**config.mk**
```make
export PLATFORM = sky130hd
export DESIGN_NAME = iterative_shifter
export DESIGN_NICKNAME = d
export VERILOG_FILES = /design/src/rtl/iterative_shifter.sv
export SDC_FILE = /design/constraint.sdc
export NUM_CORES = 1
export LEC_CHECK = 0
export CORE_ASPECT_RATIO = 1.4
export CORE_UTILIZATION = 40
export CTS_CLUSTER_DIAMETER = 50
export DETAILED_ROUTE_END_ITERATION = 12
export GPL_ROUTABILITY_DRIVEN = 0
export MAX_ROUTING_LAYER = met4
export SYNTH_ARGS = -nofsm -noshare
export SYNTH_HDL_FRONTEND = slang
export SYNTH_SLANG_ARGS = --single-unit
```
**constraint.sdc**
```tcl
create_clock -name clk -period 3.9 [get_ports clk]
set_clock_uncertainty 0.05 [all_clocks]
set_input_delay 0.78 -clock clk [delete_from_list [all_inputs] [get_ports clk]]
set_output_delay 0.78 -clock clk [all_outputs]
set_load 0.02 [all_outputs]
```
**src/rtl/iterative_shifter.sv**
```systemverilog
// iterative_shifter: multi-cycle SLL/SRA/ROR/SRL, at most STEP bits per cycle.
// Valid/ready on both sides; zero/neg flags follow the result register.
module iterative_shifter #(
  parameter  int WIDTH = 16,
  parameter  int STEP  = 4,
  localparam int AW    = $clog2(WIDTH)
) (
  input  logic             clk,
  input  logic             rst,
  input  logic             in_valid,
  output logic             in_ready,
  input  logic [WIDTH-1:0] in_data,
  input  logic [AW-1:0]    in_amt,
  input  logic [1:0]       in_mode,
  output logic             out_valid,
  input  logic             out_ready,
  output logic [WIDTH-1:0] out_data,
  output logic             out_zero,
  output logic             out_neg
);

  localparam logic [1:0] MODE_SLL = 2'b00;
  localparam logic [1:0] MODE_SRA = 2'b01;
  localparam logic [1:0] MODE_ROR = 2'b10;
  localparam logic [1:0] MODE_SRL = 2'b11;

  localparam logic [AW-1:0] STEP_A = AW'(STEP);
  localparam logic [AW:0]   WIDTH_A = (AW+1)'(WIDTH);

  typedef enum logic [1:0] {
    IDLE  = 2'b00,
    SHIFT = 2'b01,
    DONE  = 2'b10
  } state_t;

  state_t           state;
  logic [WIDTH-1:0] data_q;
  logic [1:0]       mode_q;
  logic [AW-1:0]    rem_q;

  logic [AW-1:0]    step_amt;
  logic [AW:0]      rot_lsh;
  logic [WIDTH-1:0] step_res;
  logic             is_sll;
  logic             is_sra;
  logic             is_ror;
  logic             is_srl;

  assign is_sll = (mode_q == MODE_SLL);
  assign is_sra = (mode_q == MODE_SRA);
  assign is_ror = (mode_q == MODE_ROR);
  assign is_srl = (mode_q == MODE_SRL);

  assign step_amt = (rem_q > STEP_A) ? STEP_A : rem_q;
  assign rot_lsh  = WIDTH_A - {1'b0, step_amt};

  // One partial step; the sign bit is preserved by SRA so refilling from
  // the current MSB is the same as refilling from the original operand.
  always_comb begin
    step_res = data_q;
    unique case (1'b1)
      is_sll:  step_res = data_q << step_amt;
      is_srl:  step_res = data_q >> step_amt;
      is_sra:  step_res = $unsigned($signed(data_q) >>> step_amt);
      is_ror:  step_res = (data_q >> step_amt)
                        | (data_q << rot_lsh);
      default: step_res = data_q;
    endcase
  end

  always_ff @(posedge clk) begin
    if (rst) begin
      state     <= IDLE;
      data_q    <= '0;
      mode_q    <= MODE_SLL;
      rem_q     <= '0;
      in_ready  <= 1'b1;
      out_valid <= 1'b0;
    end else begin
      unique case (state)
        IDLE: begin
          if (in_valid) begin
            data_q   <= in_data;
            mode_q   <= in_mode;
            rem_q    <= in_amt;
            in_ready <= 1'b0;
            if (in_amt == '0) begin
              state     <= DONE;
              out_valid <= 1'b1;
            end else begin
              state <= SHIFT;
            end
          end
        end
        SHIFT: begin
          data_q <= step_res;
          rem_q  <= rem_q - step_amt;
          if (rem_q == step_amt) begin
            state     <= DONE;
            out_valid <= 1'b1;
          end
        end
        DONE: begin
          if (out_ready) begin
            state     <= IDLE;
            out_valid <= 1'b0;
            in_ready  <= 1'b1;
          end
        end
        default: begin
          state     <= IDLE;
          in_ready  <= 1'b1;
          out_valid <= 1'b0;
        end
      endcase
    end
  end

  assign out_data = data_q;
  assign out_zero = (data_q == '0);
  assign out_neg  = data_q[WIDTH-1];

endmodule

```
# After elaboration in Yosys (flattened, before gate mapping)
# Index checks and enable logic that the tools add are counted.
# Widths: inputs -> output; s select.
# totals
ff_bits	26
memories	0
romBits	0
latchBits	0
word_cells	56
inputBits	26
out_inout_bits	20
ramBits	0
# op_classes
n_div	0
n_reduce_logical	11
bitwise_logic	2
addsub	2
eq_ne	11
shifts	4
mul	0
magnitude_cmp	1
n_mux	19
# op_table
cell	n
$pmux 16 s4	1
$pmux 16 s2	1
$logic_not 16->1	1
$mux 16	1
$or 16x16->16	1
$shl 16x4->16	1
$shl 16x5->16	1
$shr 16x4->16	1
$sshr 16x4->16	1
$reduce_and 3->1	3
$mux 2	4
$mux 4	2
$ne 2x2->1 const B	4
$pmux 4 s2	1
$eq 2x2->1 const B	3
$mux 1	6
$pmux 1 s3	2
$pmux 2 s3	1
$ne 5x5->1 const B	1
$sub 5x4->5 const A	1
$eq 2x1->1 const B	2
$eq 4x4->1	1
$gt 4x3->1 const B	1
$logic_not 2->1	2
6 further kinds	7

# Depth between registers and ports, before layout
# Gate-level depths: netlist (run 1).
# depth
depth_word	7
depth_mapped	13
depth_no_buf	10

# Worst setup path after synthesis (run 1)
# OpenSTA, ideal clock, no wires.
# synth_path
kind	register -> register
from	register rem_q[0]
to	register data_q[15], in the netlist out_data[15]
synth_period_minus_slack_ns	2.945
arrival_time_ns	2.764
path_stages_with_launch	14
setup_time_ns	0.132
path_buffers	4
required_ns	3.718
slack_ns	0.955
path_cell_list	dfxtp_1 -> nor3b_2 -> inv_2 -> buf_6 -> buf_2 -> ha_1 -> ha_1 -> clkbuf_1 -> clkbuf_1 -> o21ai_0 -> a21oi_1 -> a21oi_1 -> a221oi_1 -> o22ai_1
# synth_between
elab_chain_cells	7
word_cells_on_any_way	10
cone_classes	add/sub (1); order compare (1); shift (4); mux (3); bitwise (1)
# synth_lines
element	line	text
from (decl)	39	logic [AW-1:0] rem_q;
from (signal assigned)	85	rem_q <= in_amt;
from (signal assigned)	97	rem_q <= rem_q - step_amt;
$gt 4x3->1	54	assign step_amt = (rem_q > STEP_A) ? STEP_A : rem_q;
$mux 4 *	54	
$sub 5x4->5	55	assign rot_lsh = WIDTH_A - {1'b0, step_amt};
$shl 16x5->16	66	| (data_q << rot_lsh);
$or 16x16->16	66	
$pmux 16 s4 *	61	unique case (1'b1)
$pmux 16 s2 *	80	unique case (state)
to (signal assigned)	83	data_q <= in_data;
to (signal assigned)	96	data_q <= step_res;
to (decl)	37	logic [WIDTH-1:0] data_q;
# Every way passes the cells marked *; elsewhere a longest branch is shown, timed or not.
# A chain may end at the register's enable or synchronous reset.

# Final worst setup path (run 1)
# layout_path
from	register rem_q[2]
to	register data_q[5], in the netlist out_data[5]
# The elaborated chain is that of the path after synthesis.

==> results summary, run 1 <==
The flow ran to the end, and the final reports show no timing, DRC or antenna violations. After clock tree synthesis, the setup repair step added 0 buffers. The worst setup path is launched from a register. After synthesis the netlist holds a flip-flop and latch count of 26.

The via total after detailed routing is 3515. The data arrival at the endpoint of the critical path is 3.13 ns. The post-placement cell count came out at 523. Input and output buffers added on the ports amount to 45. The placement-stage worst setup slack is 0.992 ns. Measured against its own limit, the worst slew margin works out to 0.498. The worst hold slack after final layout is 0.493 ns. The cell chosen for the clock root is sky130_fd_sc_hd__clkbuf_8. The effective utilization at floorplan is 0.419.

The total wire length after detailed routing is 11100 um. A synthesized cell averages 7.47 um^2. The number of failing hold endpoints at the final stage came out at 0. The tool flagged a number of max-cap violations equal to 0. The total routing resource utilization after global routing is 0.281. The leading area contributor after synthesis is sky130_fd_sc_hd__dfxtp_1. The horizontal die dimension came out at 76.7 um. The achievable frequency is 335 MHz.

The synthesized netlist occupies a cell area of 3120 um^2. TritonCTS built the clock tree. Yosys attributes the largest share of cell area to sky130_fd_sc_hd__dfxtp_1 17%, sky130_fd_sc_hd__mux4_2 10%, sky130_fd_sc_hd__mux2i_1 9.9%. Yosys mapped the design onto 63 distinct sky130hd cell types. The maximum number of pins on one net before global-route repair is 53. The share of flip-flops with an asynchronous set or reset is 0. The most used flip-flop cell after synthesis is sky130_fd_sc_hd__dfxtp_1. The share of synthesized area in the top cell type comes to 0.167. The cell count after synthesis is 418. The area growth from synthesis to layout is 16.4%. The per-cell via count in the routed design is 6.67. Of the synthesized area, sequential elements account for 0.167. The antenna diode count came out at 0. The transition time at the pin with the least slew margin is 0.753 ns.

The initialized floorplan defines 37 standard-cell rows. Of the available clock period, the critical path in the final layout requires 0.765. The peak ir drop on the vdd network is 0.208 mV.

The maximum fanout encountered on the critical timing path is 9. In this run the vertical extent of the chip is 107 um. Power spread over the standard cell area amounts to 429 nW/um^2.

The final net count is 460. The detail-routed net length per standard cell is 21.0 um. The clock input transition at the sequential cells of the worst setup and hold paths came out at 0.11 ns. The via count of the first global-routing pass is 3234.

The remaining global-route overflow came out at 0. The post-route worst setup slack came out at 0.916 ns. Setup repair after global routing left no endpoint under its margin. The core region is 7450 um^2. The net count of the mapped netlist is 447.

Setup violations remaining at the end of the flow were counted as 0. The first global-routing pass estimated 17400 um of wire. The initial detailed-routing violation count came out at 522. The source-to-sink clock delay at the later pin of the worst-skew pair came out at 0.29 ns. The static leakage came out at 1.29 nW.

In this run the worst hold path is classified as reg2reg. The area of placed instances is 3580 um^2. The count of pins over their slew limit is 0. Yosys mapped a number of flops with a built-in enable equal to 0. The worst setup path is captured at a register.

The TritonCTS sink count came out at 26. The remaining antenna violation count is 0. The I/O pin count came out at 46. The overall die area came out at 8170 um^2. The critical path is of the reg2reg type. The initial antenna violation count is 0.

The H-tree depth came out at 1. The time the final worst path needs with I/O delays and setup came out at 2.98 ns. For this run, the share of the core covered by cells in the final layout is 0.488.

At the worst endpoint, the required time is 4.05 ns. The final total power came out at 1.56 mW. The ratio of cells with drive above 1 in the final layout is 0.114. Summed over all failing endpoints, the final setup total negative slack is 0 ns.

The first-pass detailed-route iteration total is 5. The post-cts gate resize count is 0. Hold repair after CTS inserted 0 buffers. The maximum root-to-sink buffer count came out at 2. Buffers inserted during clock tree synthesis total 3.

The count of warnings emitted by yosys came out at 0. The number of remaining DRC errors came out at 0. Leaving out filler cells and counting taps, the final layout contains 527. The half-perimeter wire length after detailed placement is 7670 um.

The finished cells cover 3640 um^2.
==> layout make-up <==
type                    instances  area (um^2)
flip-flops and latches         26          522
inverters                      10         37.5
well taps                      97          121
fillers                       725         3820
clock buffers                   4         55.1
repair buffers                 60          563
multi-input cells             330         2340
==> state kept, by name (all words and copies together), names as in the netlist <==
signal and count:
in_ready 1, mode_q 2, out_data 16, out_valid 1
rem_q 4, state 2
==> routing by layer <==
metal	vias to the layer above	global-route usage	routed length, um
li1	1606	-	-
met1	1650	0.357	4410
met2	216	0.439	5220
met5	-	-	0
met3	43	0.0187	890
met4	0	0.166	534
==> layout by cell type (no fill, tap or decap), types with 2 or more instances in the layout <==
master | synthesis | layout
sky130_fd_sc_hd__nand2_1 | 55 | 55
sky130_fd_sc_hd__clkdlybuf4s50_1 | 0 | 45
sky130_fd_sc_hd__a21oi_1 | 43 | 43
sky130_fd_sc_hd__nor2_1 | 35 | 35
sky130_fd_sc_hd__mux2i_1 | 31 | 31
sky130_fd_sc_hd__o21ai_0 | 25 | 25
sky130_fd_sc_hd__dfxtp_1 | 26 | 25
sky130_fd_sc_hd__buf_4 | 2 | 15
sky130_fd_sc_hd__mux4_2 | 14 | 14
sky130_fd_sc_hd__nor4_1 | 9 | 9
sky130_fd_sc_hd__a221oi_1 | 9 | 9
sky130_fd_sc_hd__nor3_1 | 8 | 8
sky130_fd_sc_hd__inv_1 | 7 | 7
sky130_fd_sc_hd__nand3_1 | 6 | 6
sky130_fd_sc_hd__nor2b_1 | 6 | 6
sky130_fd_sc_hd__a211oi_1 | 6 | 6
sky130_fd_sc_hd__and2_1 | 4 | 4
sky130_fd_sc_hd__o2111ai_1 | 4 | 4
sky130_fd_sc_hd__a311oi_1 | 4 | 4
sky130_fd_sc_hd__mux2_2 | 4 | 4
sky130_fd_sc_hd__o211ai_1 | 4 | 4
sky130_fd_sc_hd__o221ai_1 | 4 | 4
sky130_fd_sc_hd__nor3b_1 | 4 | 4
sky130_fd_sc_hd__o22ai_1 | 4 | 4
sky130_fd_sc_hd__o221a_2 | 4 | 4
sky130_fd_sc_hd__clkbuf_8 | 0 | 4
sky130_fd_sc_hd__inv_2 | 3 | 3
sky130_fd_sc_hd__nand3b_1 | 3 | 3
sky130_fd_sc_hd__a2111oi_0 | 3 | 3
sky130_fd_sc_hd__a31oi_1 | 3 | 3
sky130_fd_sc_hd__ha_1 | 3 | 3
sky130_fd_sc_hd__a211o_1 | 2 | 2
sky130_fd_sc_hd__a32o_1 | 2 | 2
sky130_fd_sc_hd__or3_1 | 2 | 2
sky130_fd_sc_hd__mux4_1 | 2 | 2
sky130_fd_sc_hd__nand2b_1 | 2 | 2
==> Yosys cell counts, types with 6 or more instances <==
master	count
sky130_fd_sc_hd__nand2_1	55
sky130_fd_sc_hd__a21oi_1	43
sky130_fd_sc_hd__clkbuf_1	36
sky130_fd_sc_hd__nor2_1	35
sky130_fd_sc_hd__mux2i_1	31
sky130_fd_sc_hd__dfxtp_1	26
sky130_fd_sc_hd__o21ai_0	25
sky130_fd_sc_hd__mux4_2	14
sky130_fd_sc_hd__a221oi_1	9
sky130_fd_sc_hd__nor4_1	9
sky130_fd_sc_hd__buf_2	8
sky130_fd_sc_hd__nor3_1	8
sky130_fd_sc_hd__inv_1	7
sky130_fd_sc_hd__a211oi_1	6
sky130_fd_sc_hd__nand3_1	6
sky130_fd_sc_hd__nor2b_1	6
==> critical path, cell delays in order (launching register included) <==
cell	delay [ns]
sky130_fd_sc_hd__dfxtp_1	0.39
sky130_fd_sc_hd__or2_1	0.27
sky130_fd_sc_hd__inv_2	0.06
sky130_fd_sc_hd__nand2_1	0.07
sky130_fd_sc_hd__ha_1	0.18
sky130_fd_sc_hd__ha_1	0.26
sky130_fd_sc_hd__nor2_1	0.56
sky130_fd_sc_hd__nand3b_1	0.26
sky130_fd_sc_hd__o32a_1	0.35
sky130_fd_sc_hd__a32o_1	0.26
sky130_fd_sc_hd__nor4_1	0.16
==> worst paths after layout <==
path	endpoint	start	slack (ns)	cells after the start
worst max-delay path	out_data[5]	rem_q[2]	0.92	10
worst min-delay path	out_valid	out_valid	0.49	1
worst max register to register	out_data[5]	rem_q[2]	0.92	10
worst min register to register	out_valid	out_valid	0.49	1
==> cell families (layout without fill, tap and decap cells) <==
group,Yosys count,after routing,synth area share
AND/OR/NAND/NOR,141,141,0.213
buffers and inverters,62,74,0.0849
flip-flops,26,26,0.167
other,1,1,0.00120
AO/OA/AOI/OAI,134,134,0.291
multiplexers,51,51,0.231
adder cells (fa/ha/maj),3,3,0.0120
==> report_power, final <==
part / switching (mW) / internal, mW / leakage [nW] / total, mW
combinational: 0.548 / 0.411 / 1.04 / 0.959
sequential: 0.104 / 0.306 / 0.215 / 0.410
clock: 0.101 / 0.0910 / 0.0288 / 0.192
total: 0.753 / 0.808 / 1.29 / 1.56
(Power assumes the default switching activity.)
==> inputs of run 2 (changes only) <==
clock period = 2.75 ns   (was 3.9 ns; I/O delays follow)
==> results summary, run 2 (synthesized netlist as in run 1, its figures left out) <==
The run finished with clean final reports. The first-pass detailed-route iteration total is 6 (+1). The chip height is 107 um (unchanged). The number of clock buffers inserted by TritonCTS is 3 (unchanged). The count of buffer and inverter cells on the critical path is 1 (unchanged).

The number of remaining DRC errors is 0 (unchanged). The maximum root-to-sink buffer count came out at 2 (unchanged). The top cell types in the final layout, fill and taps aside, are 55 x sky130_fd_sc_hd__nand2_1, 45 x sky130_fd_sc_hd__clkdlybuf4s50_1, 43 x sky130_fd_sc_hd__a21oi_1. The global-route wire length before repair is 19200 um (+10%).

The initial detailed-routing violation count is 607 (+16%). The ratio of cells with drive above 1 in the final layout is 0.168 (+0.0538). The remaining global-route overflow is 0 (unchanged). The remaining antenna violation count is 0 (unchanged).

The flip-flop count of the largest register after layout is 16 (unchanged). The total routing resource utilization after global routing was 0.310 (+0.0287). STA classifies the critical path endpoint as an output pin. The time the final worst path needs with I/O delays and setup is 2.58 ns.

The type of the worst min-delay path is reg2reg. The clock input transition at the sequential cells of the worst setup and hold paths came out at 0.11 ns (about the same). The number of buffers inserted to repair setup after CTS came to 0 (unchanged).

The count of hold buffers inserted by post-cts repair came out at 0 (unchanged). Grouping stages by cell kind, the critical path spends the most delay in simple AND/OR/NAND/NOR gates. The final setup violation count is 0 (unchanged). The achievable frequency is 388 MHz. The I/O pin count is 46 (unchanged).

The post-cts gate resize count is 0 (unchanged). The power per cell area came out at 623 nW/um^2 (+45%). The relative max-transition margin is 0.590 (+0.0916).

The final total power is 2.40 mW (+54%). The static leakage was 1.40 nW (+9.1%). Traced cell by cell, the critical path runs through nor4_2 -> and4_1 -> clkdlybuf4s50_1. The critical path data required time came out at 2.15 ns (-1.90 ns). The count of max-cap constraint violations is 0 (unchanged). The maximum number of pins on one net before global-route repair is 35 (-34%). The overall die area came out at 8170 um^2 (unchanged). The detail-routed net length per standard cell is 22.4 um (+6.6%).

The source-to-sink clock delay at the later pin of the worst-skew pair came out at 0.29 ns (about the same). Of the available clock period, the critical path in the final layout requires 0.938. The area of placed instances is 3770 um^2 (+5.3%). The most common library cell in the layout ignoring fill and taps is sky130_fd_sc_hd__nand2_1. The horizontal die dimension is 76.7 um (unchanged). The via count of the first global-routing pass came out at 3636 (+12%). The transition time at the pin with the least slew margin came out at 0.599 ns (-0.155 ns). Setup repair after global routing left no endpoint under its margin. The TritonCTS sink count came out at 26 (unchanged).

The post-route cell area is 3860 um^2 (+6.0%). The worst hold slack after final layout came to 0.497 ns (+0.00340 ns). The data arrival at the endpoint of the critical path came out at 1.98 ns (-1.15 ns). The H-tree depth is 1 (unchanged). The half-perimeter wire length after detailed placement came out at 8730 um (+14%). The effective utilization at floorplan is 0.419 (unchanged). From synthesis to final layout, the design area changed by 23.4%. For this design, the slowest cell found on the critical path is sky130_fd_sc_hd__clkdlybuf4s50_1. The antenna diode count was 0 (unchanged). The final net count is 483 (+5.0%). The per-cell via count in the routed design came out at 6.85 (+2.7%).

The via total after detailed routing is 3769 (+7.2%). The classification of the worst setup path is reg2out. The count of input and output buffers came to 45 (unchanged). The number of standard-cell rows in the floorplan is 37 (unchanged). The count of pins over their slew limit came to 0 (unchanged).

The peak ir drop on the vdd network came out at 0.398 mV (+91%). The standard cell core area came out at 7450 um^2 (unchanged). The fraction of the core area covered by cells at the end of the flow came out at 0.517 (+0.0294). TritonCTS built the clock tree. The maximum fanout encountered on the critical timing path is 2 (-7). The worst setup path is launched from a register.

The initial antenna violation count came out at 0 (unchanged). The root buffer cell chosen for the clock tree is sky130_fd_sc_hd__clkbuf_8. The peak per-stage delay on the critical path came to 0.61 ns (+0.05 ns). The accumulated negative setup slack came out at 0 ns (unchanged). The number of failing hold endpoints at the final stage came out at 0 (unchanged). The total wire length after detailed routing is 12300 um (+11%).
-- run 2: changes by cell type in the layout (fill, tap and decap cells not counted) --
cell,before,now
sky130_fd_sc_hd__ha_1,3,2
sky130_fd_sc_hd__mux2i_1,31,30
sky130_fd_sc_hd__mux2i_2,0,1
sky130_fd_sc_hd__nor4_2,1,3
sky130_fd_sc_hd__inv_2,3,2
sky130_fd_sc_hd__nor4_1,9,7
sky130_fd_sc_hd__buf_12,0,1
sky130_fd_sc_hd__buf_4,15,37
sky130_fd_sc_hd__ha_4,0,1
sky130_fd_sc_hd__inv_6,0,1
-- run 2: area by class of cell --
type | instances | area, um^2
inverter | 10 | 42.5
sequential | 26 | 522
fill | 740 | 3600
multi-input combinational | 330 | 2370
timing repair buffer | 83 | 748
clock buffer | 4 | 55.1
tap | 97 | 121
-- run 2: path summary, 6_finish.rpt --
path | slack, ns | start | cells after the start | end
setup / recovery | 0.17 | out_data[10] | 3 | out_zero
hold / removal | 0.50 | out_valid | 1 | out_valid
setup reg to reg | 0.17 | rem_q[3] | 10 | out_data[12]
hold reg to reg | 0.50 | out_valid | 1 | out_valid
-- run 2: per-stage QoR --
| step | cells | setup WS [ns] |
|---|---|---|
| 2_1_floorplan | 418 | 0.0120 |
| 3_5_place_dp | 546 | 0.0657 |
| 3_3_place_gp | 546 | 0.135 |
| 4_1_cts | 550 | 0.0430 |
| 5_1_grt | 550 | 0.00432 |
| 6_report | 550 | 0.169 |
-- run 2: power breakdown --
part	internal, mW	switching, mW	total [mW]
Clock	0.129	0.151	0.280
Combinational	0.687	0.905	1.59
Sequential	0.434	0.0987	0.533
-- run 2: metal layers --
layer	vias to the layer above	part of all wire	global-route usage
met5	-	0	-
li1	1648	-	-
met4	0	0.062	0.176
met2	254	0.48	0.509
met3	59	0.090	0.0289
met1	1808	0.37	0.371
==> inputs of run 3 (changes only) <==
CORE_MARGIN = 3   (was default)
==> results summary, run 3 (synthesized netlist as in run 1, its figures left out) <==
The run finished with clean final reports. The area growth from synthesis to layout is 23.4% (about the same). The I/O pin count came out at 46 (unchanged). The effective utilization at floorplan came out at 0.419 (unchanged).

The accumulated negative setup slack was 0 ns (unchanged). The global-route wire length before repair is 18500 um (-3.7%). The overall die area came out at 8920 um^2 (+9.2%). The via count of the first global-routing pass is 3415 (-6.1%). The final net count is 485 (+0.41%). The maximum fanout encountered on the critical timing path came out at 11 (+9). The placement-stage worst setup slack came out at 0.159 ns (+0.0935 ns). Leaving out fill and tap cells, the most frequent cells in the layout are 55 x sky130_fd_sc_hd__nand2_1, 45 x sky130_fd_sc_hd__clkdlybuf4s50_1, 43 x sky130_fd_sc_hd__a21oi_1. The maximum number of pins on one net before global-route repair came to 53 (+51%). The area of the multi-input gates came out at 2340 um^2 (-1.2%).

The half-perimeter wire length after detailed placement is 8520 um (-2.4%). The flip-flop count of the largest register after layout came out at 16 (unchanged). The transition time at the pin with the least slew margin is 0.644 ns (+0.0452 ns). The final worst-path cycle share is 0.960 (+0.0221). The count of hold buffers inserted by post-cts repair came to 0 (unchanged). The non-filler instance count after layout was 552 (+0.36%). The initial detailed-routing violation count came to 542 (-11%). The number of remaining DRC errors is 0 (unchanged). The total routing resource utilization after global routing is 0.273 (-0.0374). The remaining antenna violation count is 0 (unchanged). The power per cell area is 616 nW/um^2 (-1.2%). The final setup violation count is 0 (unchanged). The relative max-transition margin was 0.570 (-0.0193). The TritonCTS sink count is 26 (unchanged).

The post-route worst setup slack is 0.109 ns (-0.0607 ns). The data arrival at the endpoint of the critical path came out at 2.04 ns (+0.06 ns). Setup repair after global routing left no endpoint under its margin. The cell chosen for the clock root is sky130_fd_sc_hd__clkbuf_8. The number of buffers inserted to repair setup after CTS was 0 (unchanged).

The sequential standard cell area came to 522 um^2 (unchanged). The critical path data required time is 2.15 ns (about the same). The standard cell core area came out at 7450 um^2 (unchanged). The detail-routed net length per standard cell is 21.7 um (-3.1%). The clock tree from TritonCTS is built.

The type of the worst min-delay path is reg2reg. The maximum root-to-sink buffer count came out at 2 (unchanged). The horizontal die dimension came out at 80.7 um (+5.2%). The reg2reg setup slack came out at 0.12 ns (-0.05 ns). The peak ir drop on the vdd network is 0.306 mV (-23%). The first-pass detailed-route iteration total came out at 5 (-1). The initial antenna violation count is 0 (unchanged). The antenna diode count was 0 (unchanged). The worst setup path is of the reg2out kind. The library cell used most frequently in the layout, excluding fill and tap cells, is sky130_fd_sc_hd__nand2_1.

The chip height came out at 111 um (+3.8%). The worst setup path is launched from a register. The final total power came to 2.38 mW (-1.2%).

The number of clock buffers inserted by TritonCTS is 3 (unchanged). The count of input and output buffers is 45 (unchanged). The switching part of the total came out at 0.476 (-0.00445). The net load switching power came out at 1.13 mW (-2.1%). The ratio of cells with drive above 1 in the final layout is 0.163 (-0.00513).

STA classifies the critical path endpoint as an output pin. The via total after detailed routing is 3653 (-3.1%). The count of max-cap constraint violations came out at 0 (unchanged). The design internal power is 1.25 mW (-0.34%).

The total wire length after detailed routing came out at 12000 um (-2.7%). The post-cts gate resize count is 0 (unchanged). The sequential share of power came to 0.226 (+0.004).

The post-placement cell count is 548 (+0.37%). The part of the total power dissipated in combinational logic came out at 0.655 (-0.007). The count of pins over their slew limit was 0 (unchanged).

The clock power share is 0.120 (+0.003). The number of standard-cell rows in the floorplan came out at 37 (unchanged). The fraction of the core area covered by cells at the end of the flow came out at 0.517 (about the same). The H-tree depth came out at 1 (unchanged). The number of failing hold endpoints at the final stage was 0 (unchanged). The static leakage is 1.42 nW (+1.0%). The source-to-sink clock delay at the later pin of the worst-skew pair is 0.29 ns (about the same). The clock input transition at the sequential cells of the worst setup and hold paths is 0.12 ns (about the same). The per-cell via count in the routed design is 6.62 (-3.4%). The layout filler cell count came out at 748 (+1.1%). The remaining global-route overflow is 0 (unchanged).

The time the final worst path needs with I/O delays and setup came to 2.64 ns (+0.0607 ns). The achievable frequency is 379 MHz (-2.3%).
## run 3: metrics by stage
stage                     area [um^2]  hold WS [ns]
after CTS                        3850         0.500
after global placement           3800         0.468
after floorplan                  3140         0.549
after global routing             3850         0.531
after detailed placement         3800         0.464
final                            3850         0.502
## run 3: worst paths after layout
check / start / depth (start not counted) / endpoint
setup / recovery: out_data[3] / 3 / out_zero
hold / removal: out_valid / 1 / out_valid
setup reg to reg: rem_q[3] / 10 / out_data[12]
hold reg to reg: out_valid / 1 / out_valid
## run 3: cell type report
cell class,instances,area share
multi-input cells,330,0.607
repair buffers,85,0.201
flip-flops and latches,26,0.135
well taps,97,0.0315
clock buffers,4,0.0143
inverters,10,0.0110
## run 3: worst max-delay path, stage by stage (launching register included)
cell                              delay [ns]
sky130_fd_sc_hd__dfxtp_1                0.46
sky130_fd_sc_hd__nor4_1                 0.43
sky130_fd_sc_hd__and4_1                 0.25
sky130_fd_sc_hd__clkdlybuf4s50_1        0.60
## run 3: metal layers
layer	vias to the layer above	global-route usage	routed length (um)
met2	197	0.430	5760
met4	0	0.121	513
met3	39	0.0237	876
met1	1757	0.351	4810
met5	-	-	0
li1	1660	-	-
## run 3: power by group through the flow
stage / sequential, mW / clock (mW) / combinational [mW]
2_1_floorplan: 0.536 / 0 / 0.983
3_3_place_gp: 0.540 / 0 / 1.51
3_5_place_dp: 0.539 / 0 / 1.52
4_1_cts: 0.530 / 0.288 / 1.52
5_1_grt: 0.540 / 0.292 / 1.65
6_report: 0.536 / 0.284 / 1.56
